==> config.mk <==
export PLATFORM = sky130hd
export DESIGN_NAME = nibble_serial_addsub
export DESIGN_NICKNAME = d
export VERILOG_FILES = /design/src/rtl/nibble_serial_addsub.sv
export SDC_FILE = /design/constraint.sdc
export NUM_CORES = 1
export LEC_CHECK = 0
export CAP_MARGIN = 20
export CORE_MARGIN = 4
export CORE_UTILIZATION = 43
export CTS_CLUSTER_SIZE = 12
export DETAILED_ROUTE_END_ITERATION = 8
export GPL_TIMING_DRIVEN = 0
export PLACE_DENSITY = 0.77
export SYNTH_ARGS = -nofsm -noshare
export SYNTH_HDL_FRONTEND = slang
export SYNTH_HIERARCHICAL = 1
export SYNTH_SLANG_ARGS = --single-unit
==> constraint.sdc <==
create_clock -name clk -period 4.1 [get_ports clk]
set_input_delay 0.82 -clock clk [delete_from_list [all_inputs] [get_ports clk]]
set_output_delay 0.82 -clock clk [all_outputs]
set_load 0.1 [all_outputs]
==> src/rtl/nibble_serial_addsub.sv <==
// nibble_serial_addsub
//   Nibble-serial add/subtract controller. A wide operand pair is accepted
//   over a valid/ready handshake and fed one nibble per clock, LSB first,
//   through a single time-shared AddSub4Bit slice. The inter-nibble carry
//   is kept in a register. The wide result, the final carry and the signed
//   overflow are returned over a second valid/ready handshake.
//
// Ports
//   clk        : clock, rising edge
//   rst_n      : asynchronous active-low reset
//   in_valid   : operand request
//   in_ready   : high only while idle
//   a, b       : W-bit operands (W = 4*NIBBLES)
//   ci         : carry in (add) / extra borrow (sub)
//   sub        : 1 = a-b-ci, 0 = a+b+ci
//   out_valid  : result valid, held until accepted
//   out_ready  : consumer accept
//   s          : W-bit result, modulo 2^W
//   co         : carry out of bit W-1 (sub: 1 = no borrow)
//   ovf        : two's-complement overflow

// 4-bit add/sub slice. It inverts b and the carry input when sub=1, so a
// raw carry fed back as (cout ^ sub) chains correctly across nibbles.
module AddSub4Bit (
    input  logic [3:0] a,
    input  logic [3:0] b,
    input  logic       cin,
    input  logic       sub,
    output logic [3:0] s,
    output logic       cout
);
    logic [4:0] sum;

    always_comb begin
        sum = {1'b0, a} + {1'b0, b ^ {4{sub}}} + {4'b0000, cin ^ sub};
    end

    assign s    = sum[3:0];
    assign cout = sum[4];
endmodule

module nibble_serial_addsub #(
    parameter int NIBBLES = 4
) (
    input  logic                   clk,
    input  logic                   rst_n,
    input  logic                   in_valid,
    output logic                   in_ready,
    input  logic [4*NIBBLES-1:0]   a,
    input  logic [4*NIBBLES-1:0]   b,
    input  logic                   ci,
    input  logic                   sub,
    output logic                   out_valid,
    input  logic                   out_ready,
    output logic [4*NIBBLES-1:0]   s,
    output logic                   co,
    output logic                   ovf
);
    localparam int W  = 4 * NIBBLES;
    localparam int IW = $clog2(NIBBLES);
    localparam logic [IW-1:0] LAST = IW'(NIBBLES - 1);

    typedef enum logic [1:0] {
        IDLE,
        RUN,
        DONE
    } state_t;

    state_t        state_q, state_d;
    logic [IW-1:0] idx_q, idx_d;
    logic          carry_q, carry_d;
    logic [W-1:0]  a_q, a_d;
    logic [W-1:0]  b_q, b_d;
    logic          ci_q, ci_d;
    logic          sub_q, sub_d;
    logic [W-1:0]  s_q, s_d;
    logic          co_q, co_d;
    logic          ovf_q, ovf_d;

    logic [3:0]    sl_a, sl_b, sl_s;
    logic          sl_cin, sl_co;

    // Slice input selection: nibble idx of the latched operands. The first
    // nibble takes the external carry/borrow; later nibbles take the stored
    // raw carry pre-inverted for sub, since the slice inverts it again.
    always_comb begin
        sl_a   = a_q[{idx_q, 2'b00} +: 4];
        sl_b   = b_q[{idx_q, 2'b00} +: 4];
        sl_cin = (idx_q == '0) ? ci_q : (carry_q ^ sub_q);
    end

    AddSub4Bit u_slice (
        .a    (sl_a),
        .b    (sl_b),
        .cin  (sl_cin),
        .sub  (sub_q),
        .s    (sl_s),
        .cout (sl_co)
    );

    always_ff @(posedge clk or negedge rst_n) begin
        if (!rst_n) begin
            state_q <= IDLE;
            idx_q   <= '0;
            carry_q <= 1'b0;
            a_q     <= '0;
            b_q     <= '0;
            ci_q    <= 1'b0;
            sub_q   <= 1'b0;
            s_q     <= '0;
            co_q    <= 1'b0;
            ovf_q   <= 1'b0;
        end else begin
            state_q <= state_d;
            idx_q   <= idx_d;
            carry_q <= carry_d;
            a_q     <= a_d;
            b_q     <= b_d;
            ci_q    <= ci_d;
            sub_q   <= sub_d;
            s_q     <= s_d;
            co_q    <= co_d;
            ovf_q   <= ovf_d;
        end
    end

    always_comb begin
        state_d = state_q;
        idx_d   = idx_q;
        carry_d = carry_q;
        a_d     = a_q;
        b_d     = b_q;
        ci_d    = ci_q;
        sub_d   = sub_q;
        s_d     = s_q;
        co_d    = co_q;
        ovf_d   = ovf_q;

        unique case (state_q)
            IDLE: begin
                if (in_valid) begin
                    a_d     = a;
                    b_d     = b;
                    ci_d    = ci;
                    sub_d   = sub;
                    idx_d   = '0;
                    carry_d = 1'b0;
                    state_d = RUN;
                end
            end
            RUN: begin
                s_d[{idx_q, 2'b00} +: 4] = sl_s;
                carry_d = sl_co;
                if (idx_q == LAST) begin
                    co_d    = sl_co;
                    // Overflow: operands (b as seen by the adder) agree in
                    // sign but the top nibble's sum sign differs.
                    ovf_d   = (a_q[W-1] == (b_q[W-1] ^ sub_q)) && (sl_s[3] != a_q[W-1]);
                    state_d = DONE;
                end else begin
                    idx_d = idx_q + 1'b1;
                end
            end
            DONE: begin
                if (out_ready) begin
                    state_d = IDLE;
                end
            end
            default: begin
                state_d = IDLE;
            end
        endcase
    end

    assign in_ready  = (state_q == IDLE);
    assign out_valid = (state_q == DONE);
    assign s         = s_q;
    assign co        = co_q;
    assign ovf       = ovf_q;
endmodule

Word-level counts from Yosys, hierarchy flattened:

Cells that the tools add are included.
W data, S select, Z words.

* register bits after elaboration: 57
* input port bits: 38

* $add $sub $neg: 4
* equality and inequality tests: 9
* shift-type cells: 4
* mux-type cells: 11
* bitwise gates (word level): 4
* reduce and logical (&&, ||, !) cells: 9

Operators by type and width (number)
* $shiftx A16 B5 Y4: 2
* $bwmux W16: 1
* $shift A4 B6 Y16 const A: 1
* $shiftx A4 B6 Y16: 1
* $mux W2: 5
* $ne A2 B2 Y1 const B: 3
* $neg A4 Y6: 1
* $pmux W2 S3: 1
* $reduce_and A2 Y1: 3
* $reduce_and A3 Y1: 2
* $add A4 B4 Y5: 1
* $add A5 B1 Y5: 1
* $eq A2 B2 Y1 const B: 2
* $logic_not A2 Y1: 2
* $pmux W2 S2: 1
* $xor A4 B4 Y4: 1
* $xor A1 B1 Y1: 3
* $add A2 B1 Y2 const B: 1
* $eq A2 B1 Y1 const B: 1
* $mux W1: 2
* $ne A2 B1 Y1 const B: 1
* $pmux W1 S2: 1
* $reduce_bool A2 Y1: 1
* $eq A1 B1 Y1: 1
* other kinds (2): 2

Longest topological paths before layout:

* word-level depth: 6
* depth in mapped cells: 13

Cells and area by module:

Netlist, hierarchy kept.

By module, submodules not included
* nibble_serial_addsub: instances 1, cells each 164, area an instance 2517.4 µm²
* AddSub4Bit: instances 1, cells each 17, area an instance 175.2 µm²

Least setup slack after synthesis:

OpenSTA, ideal clock, no wires.

* path kind: register to register
* start point: register idx_q[0]
* end point: register co_q, in the netlist co
* setup time: 0.126 ns
* arrival: 2.745 ns
* required time: 3.974 ns
* path slack: 1.229 ns
* cell stages (with the launch flop): 8
* period minus slack after synthesis: 2.871 ns
* cell sequence: dfrtp_1 > buf_2 > mux4_2 > fa_1 > fa_1 > a21o_1 > a21o_1 > mux2_2

* elaborated cells on any way between the ends: 10

RTL lines
* from (decl): RTL line 70 `logic [IW-1:0] idx_q, idx_d;`
* from (signal assigned): RTL line 115 `idx_q <= idx_d;`
* $shiftx A16 B5 Y4: RTL line 87 `sl_a = a_q[{idx_q, 2'b00} +: 4];`
* named net sl_a[0]: RTL line 80 `logic [3:0] sl_a, sl_b, sl_s;`
* $add A4 B4 Y5: RTL line 35 `sum = {1'b0, a} + {1'b0, b ^ {4{sub}}} + {4'b0000, cin ^ sub};`
* $add A5 B1 Y5: RTL line 35
* named net sl_co: RTL line 81 `logic sl_cin, sl_co;`
* to (signal assigned): RTL line 122 `co_q <= co_d;`
* to (decl): RTL line 77 `logic co_q, co_d;`

The timed path passes the listed nets, and every way through them passes these cells.
A chain may end at the register's enable or synchronous reset.

Final worst setup path:

* start point: register idx_q[1]
* end point: register ovf_q, in the netlist ovf

* cells in the longest elaborated chain, start to end: 6
* elaborated cells on any way between the ends: 12

Ends and longest elaborated chain
* $logic_not A2 Y1: RTL line 89 `sl_cin = (idx_q == '0) ? ci_q : (carry_q ^ sub_q);`
* $mux W1: RTL line 89
* named net sl_cin: RTL line 81
* $xor A1 B1 Y1: RTL line 35
* $add A5 B1 Y5: RTL line 35
* named net sl_s[3]: RTL line 80
* $ne A1 B1 Y1: RTL line 158 `ovf_d = (a_q[W-1] == (b_q[W-1] ^ sub_q)) && (sl_s[3] != a_q[W-1]);`
* $logic_and A1 B1 Y1: RTL line 158
* to (signal assigned): RTL line 123 `ovf_q <= ovf_d;`
* to (decl): RTL line 78 `logic ovf_q, ovf_d;`

The timed path passes the listed nets, and every way through them passes these cells.

==> summary.md <==
| Metric | Value |
|---|---|
| Adder and majority gate portion of the synthesized area | 5.20% |
| Synth cell types | 30 |
| Htree depth | 3 |
| Syn nets | 229 |
| HP Class | flop to flop |
| Hpwl dp | 4060 um |
| Cells after synthesis | 181 |
| Layout area overhead | 34.3% |
| Reg2reg setup slack | 0.81 ns |
| I/O Buffers | 57 |
| Compound-Gate Fraction of Synth Area | 7.81% |
| RSZ-0062 raised after global routing | no |
| Synth Area in Simple Gates | 7.06% |
| Worst-case clock skew | 0.00835 ns |
| CTS tree | built |
| # resized after CTS | 0 |
| Via density | 5.34 |
| Fin crit share | 80.2% |
| Top-count cell post-synth | dfrtp_1 |
| Reg area | 1430 sq um |
| Die ar. | 7590 sq um |
| N_diodes | 0 |
| R2R cell count | 12 |
| Slew HR | 34.8% |
| CTS buffer count | 9 |
| Post-CTS Setup Bufs | 0 |
| Initial antenna violation count | 0 |
| Vias in the first global route | 1,914 |
| Vias | 1,763 |
| Multiplexer area fraction after synthesis | 22.1% |
| Grt total ovfl | 0 |
| Clk Latency, worst-skew pair | 0.34 ns |
| Layout cells sized above 1 | 31.4% |
| Maximum number of pins on one net before global-route repair | 30 |
| Top post-synthesis cells by area | dfrtp_1 53%, mux2_2 14%, mux4_2 6.7% |
| Min Clock Period, post-route | 3.29 ns |
| Sink Count | 57 |
| Max incr delay on CP | 0.51 ns |
| Setup violations, final | 0 |
| Syn Std Cell Area | 2690 sq um |
| Synth async-reset ratio | 100% |
| Clk root buf | clkbuf_8 |
| Status | finished, final reports clean |
| DRC errors left | 0 |
| Antenna-violating nets left | 0 |
| Setup_tns | 0 ns |
| WL final | 5570 um |
| Clock Path Buffers | 2 |
| Worst Tran Pin Value | 0.976 ns |
| DR WL/cell | 16.9 um |
| Initial drt markers | 71 |
| Placer Congestion | 0.813 |
| Worst Setup End Kind | flop |
| Warnings, synthesis | 6 |
| Hold Path Depth | 1 |
| First-pass GRT wire length | 9290 um |
| Crit-path cells | clkbuf_1 > inv_1 > ha_1 > o21ai_0 > xor2_1 > fa_1 > a21o_1 > a21oi_2 > xnor2_1 > nor2b_1 > mux2i_1 > o21ai_0 |
| Die X | 87.1 um |
| Post-synthesis xor/xnor area fraction | 2.93% |
| Total GRT Usage | 16.3% |
| Synthesized flop and latch total | 57 |
| Sequential share of the synthesized area | 53.0% |
| Rows | 28 |
| CP required | 4.35 ns |
| Cell mode on critical path | o21ai_0 |
| Largest family of logic cells by synthesized area | multiplexers |
| Die span in y | 87.1 um |
| Startpoint type of the worst setup path | flop |
| Number of synthesized flops with an enable pin | 0 |
| Core area | 5990 sq um |
| Syn Area/Cell | 14.9 sq um |
| Initial Util | 44.9% |
| Fillers | 474 |
| # nets final | 298 |
| Drt pass-1 iters | 4 |
| Synth cell count leaders | 57 x dfrtp_1, 34 x mux2_2, 9 x a22o_1 |
| CP Class | flop to flop |
| FMAX | 0.304 GHz |
| Synth top area share | 53.0% |
| Area leader, netlist | dfrtp_1 |
| Clock Pin Slew Worst Setup and Hold Paths | 0.06 ns |
| Crit path max fanout | 10 |
| Final Hold Vio Count | 0 |
| Hold buffers post-CTS | 0 |
| Critical path arrival | 3.53 ns |
| Top Ports | 58 |
| Max Cap Violations | 0 |
| Ys flop type | dfrtp_1 |
| Worst path slowest cell | clkbuf_1 |
| Area taken by multi-input logic gates | 1210 sq um |
| Slew Viols, Final | 0 |
-- routing by layer --
| metal | vias to the layer above | global-route usage (%) | part of all wire, % |
|---|---|---|---|
| met5 | - | 0 | 0 |
| li1 | 802 | - | - |
| met4 | 0 | 4.88 | 1.0 |
| met2 | 52 | 27.0 | 51 |
| met3 | 6 | 6.43 | 6.3 |
| met1 | 903 | 19.7 | 41 |
-- sequential cells by signal (all words and copies together), names as in the netlist --
| name | cells |
|---|---|
| sub_q | 1 |
| ci_q | 1 |
| idx_q | 2 |
| s | 16 |
| b_q | 16 |
| carry_q | 1 |
| a_q | 16 |
| co | 1 |
| ovf | 1 |
| state_q | 2 |
-- cell families (layout without fill, tap and decap cells) --
kind of cell	after synthesis	in the layout
and+or+nand+nor	24	24
muxes	45	45
xor gates and xnor gates	9	9
AOI/OAI and AO/OA	25	25
adders and majority gates	10	10
buffers and inverters	11	85
DFF	57	57
-- layout by cell type (no fill, tap or decap), drive strengths merged --
master / synthesis / final
clkbuf: 1 / 12
mux2: 36 / 36
nor4b: 1 / 1
inv: 4 / 4
bufinv: 0 / 3
dfrtp: 57 / 57
a22o: 17 / 17
a21o: 3 / 3
clkdlybuf4s50: 0 / 56
clkinv: 0 / 1
nor2b: 2 / 2
or2b: 1 / 1
nand2b: 1 / 1
nor3b: 2 / 2
mux2i: 1 / 1
nor2: 2 / 2
nand2: 8 / 8
xnor2: 2 / 2
buf: 6 / 8
and2b: 1 / 1
o21ai: 4 / 4
a21oi: 1 / 1
or4b: 1 / 1
clkinvlp: 0 / 1
nand3b: 2 / 2
ha: 8 / 8
fa: 2 / 2
mux4: 8 / 8
nor3: 3 / 3
xor2: 7 / 7
-- cell type report --
class                   instances  share of cell area, %
repair buffers                 58                   16.2
multi-input cells             113                   33.6
clock buffers                  11                   3.91
well taps                      75                   2.60
inverters                       4                  0.415
clock inverters                 5                   2.84
flip-flops and latches         57                   39.4
plain buffers                   7                   1.00
-- final timing paths --
kind,startpoint,end
max in group asynchronous,rst_n,carry_q
max,idx_q[1],ovf
min reg2reg,b_q[8],b_q[8]
min in group asynchronous,rst_n,s[13]
max reg2reg,idx_q[1],ovf
min,b_q[8],b_q[8]
-- stage by stage --
stage / worst slack, ns / cell area (sq um) / std cells / util, % / hold slack [ns]
2_1_floorplan: 1.23 / 2690 / 181 / - / 0.452
3_3_place_gp: 0.487 / 3360 / 313 / 56.0 / 0.468
3_5_place_dp: 0.855 / 3370 / 314 / 56.3 / 0.489
4_1_cts: 0.835 / 3620 / 330 / 60.4 / 0.503
5_1_grt: 0.600 / 3620 / 330 / 60.4 / 0.524
6_report: 0.814 / 3620 / 330 / 60.4 / 0.494
-- worst max-delay path: cells and delay by family, from the launching register on --
kind / cells / cell delay, ns
compound gates: 4 / 0.74
buf+inv: 2 / 0.70
fa+ha+maj: 2 / 0.69
xor+xnor: 2 / 0.42
flops: 1 / 0.37
simple gates: 1 / 0.20
mux: 1 / 0.07
Power is left out: the tool's default activity adds up to more than one toggle a clock period on the data nets, which glitch-free logic cannot reach.
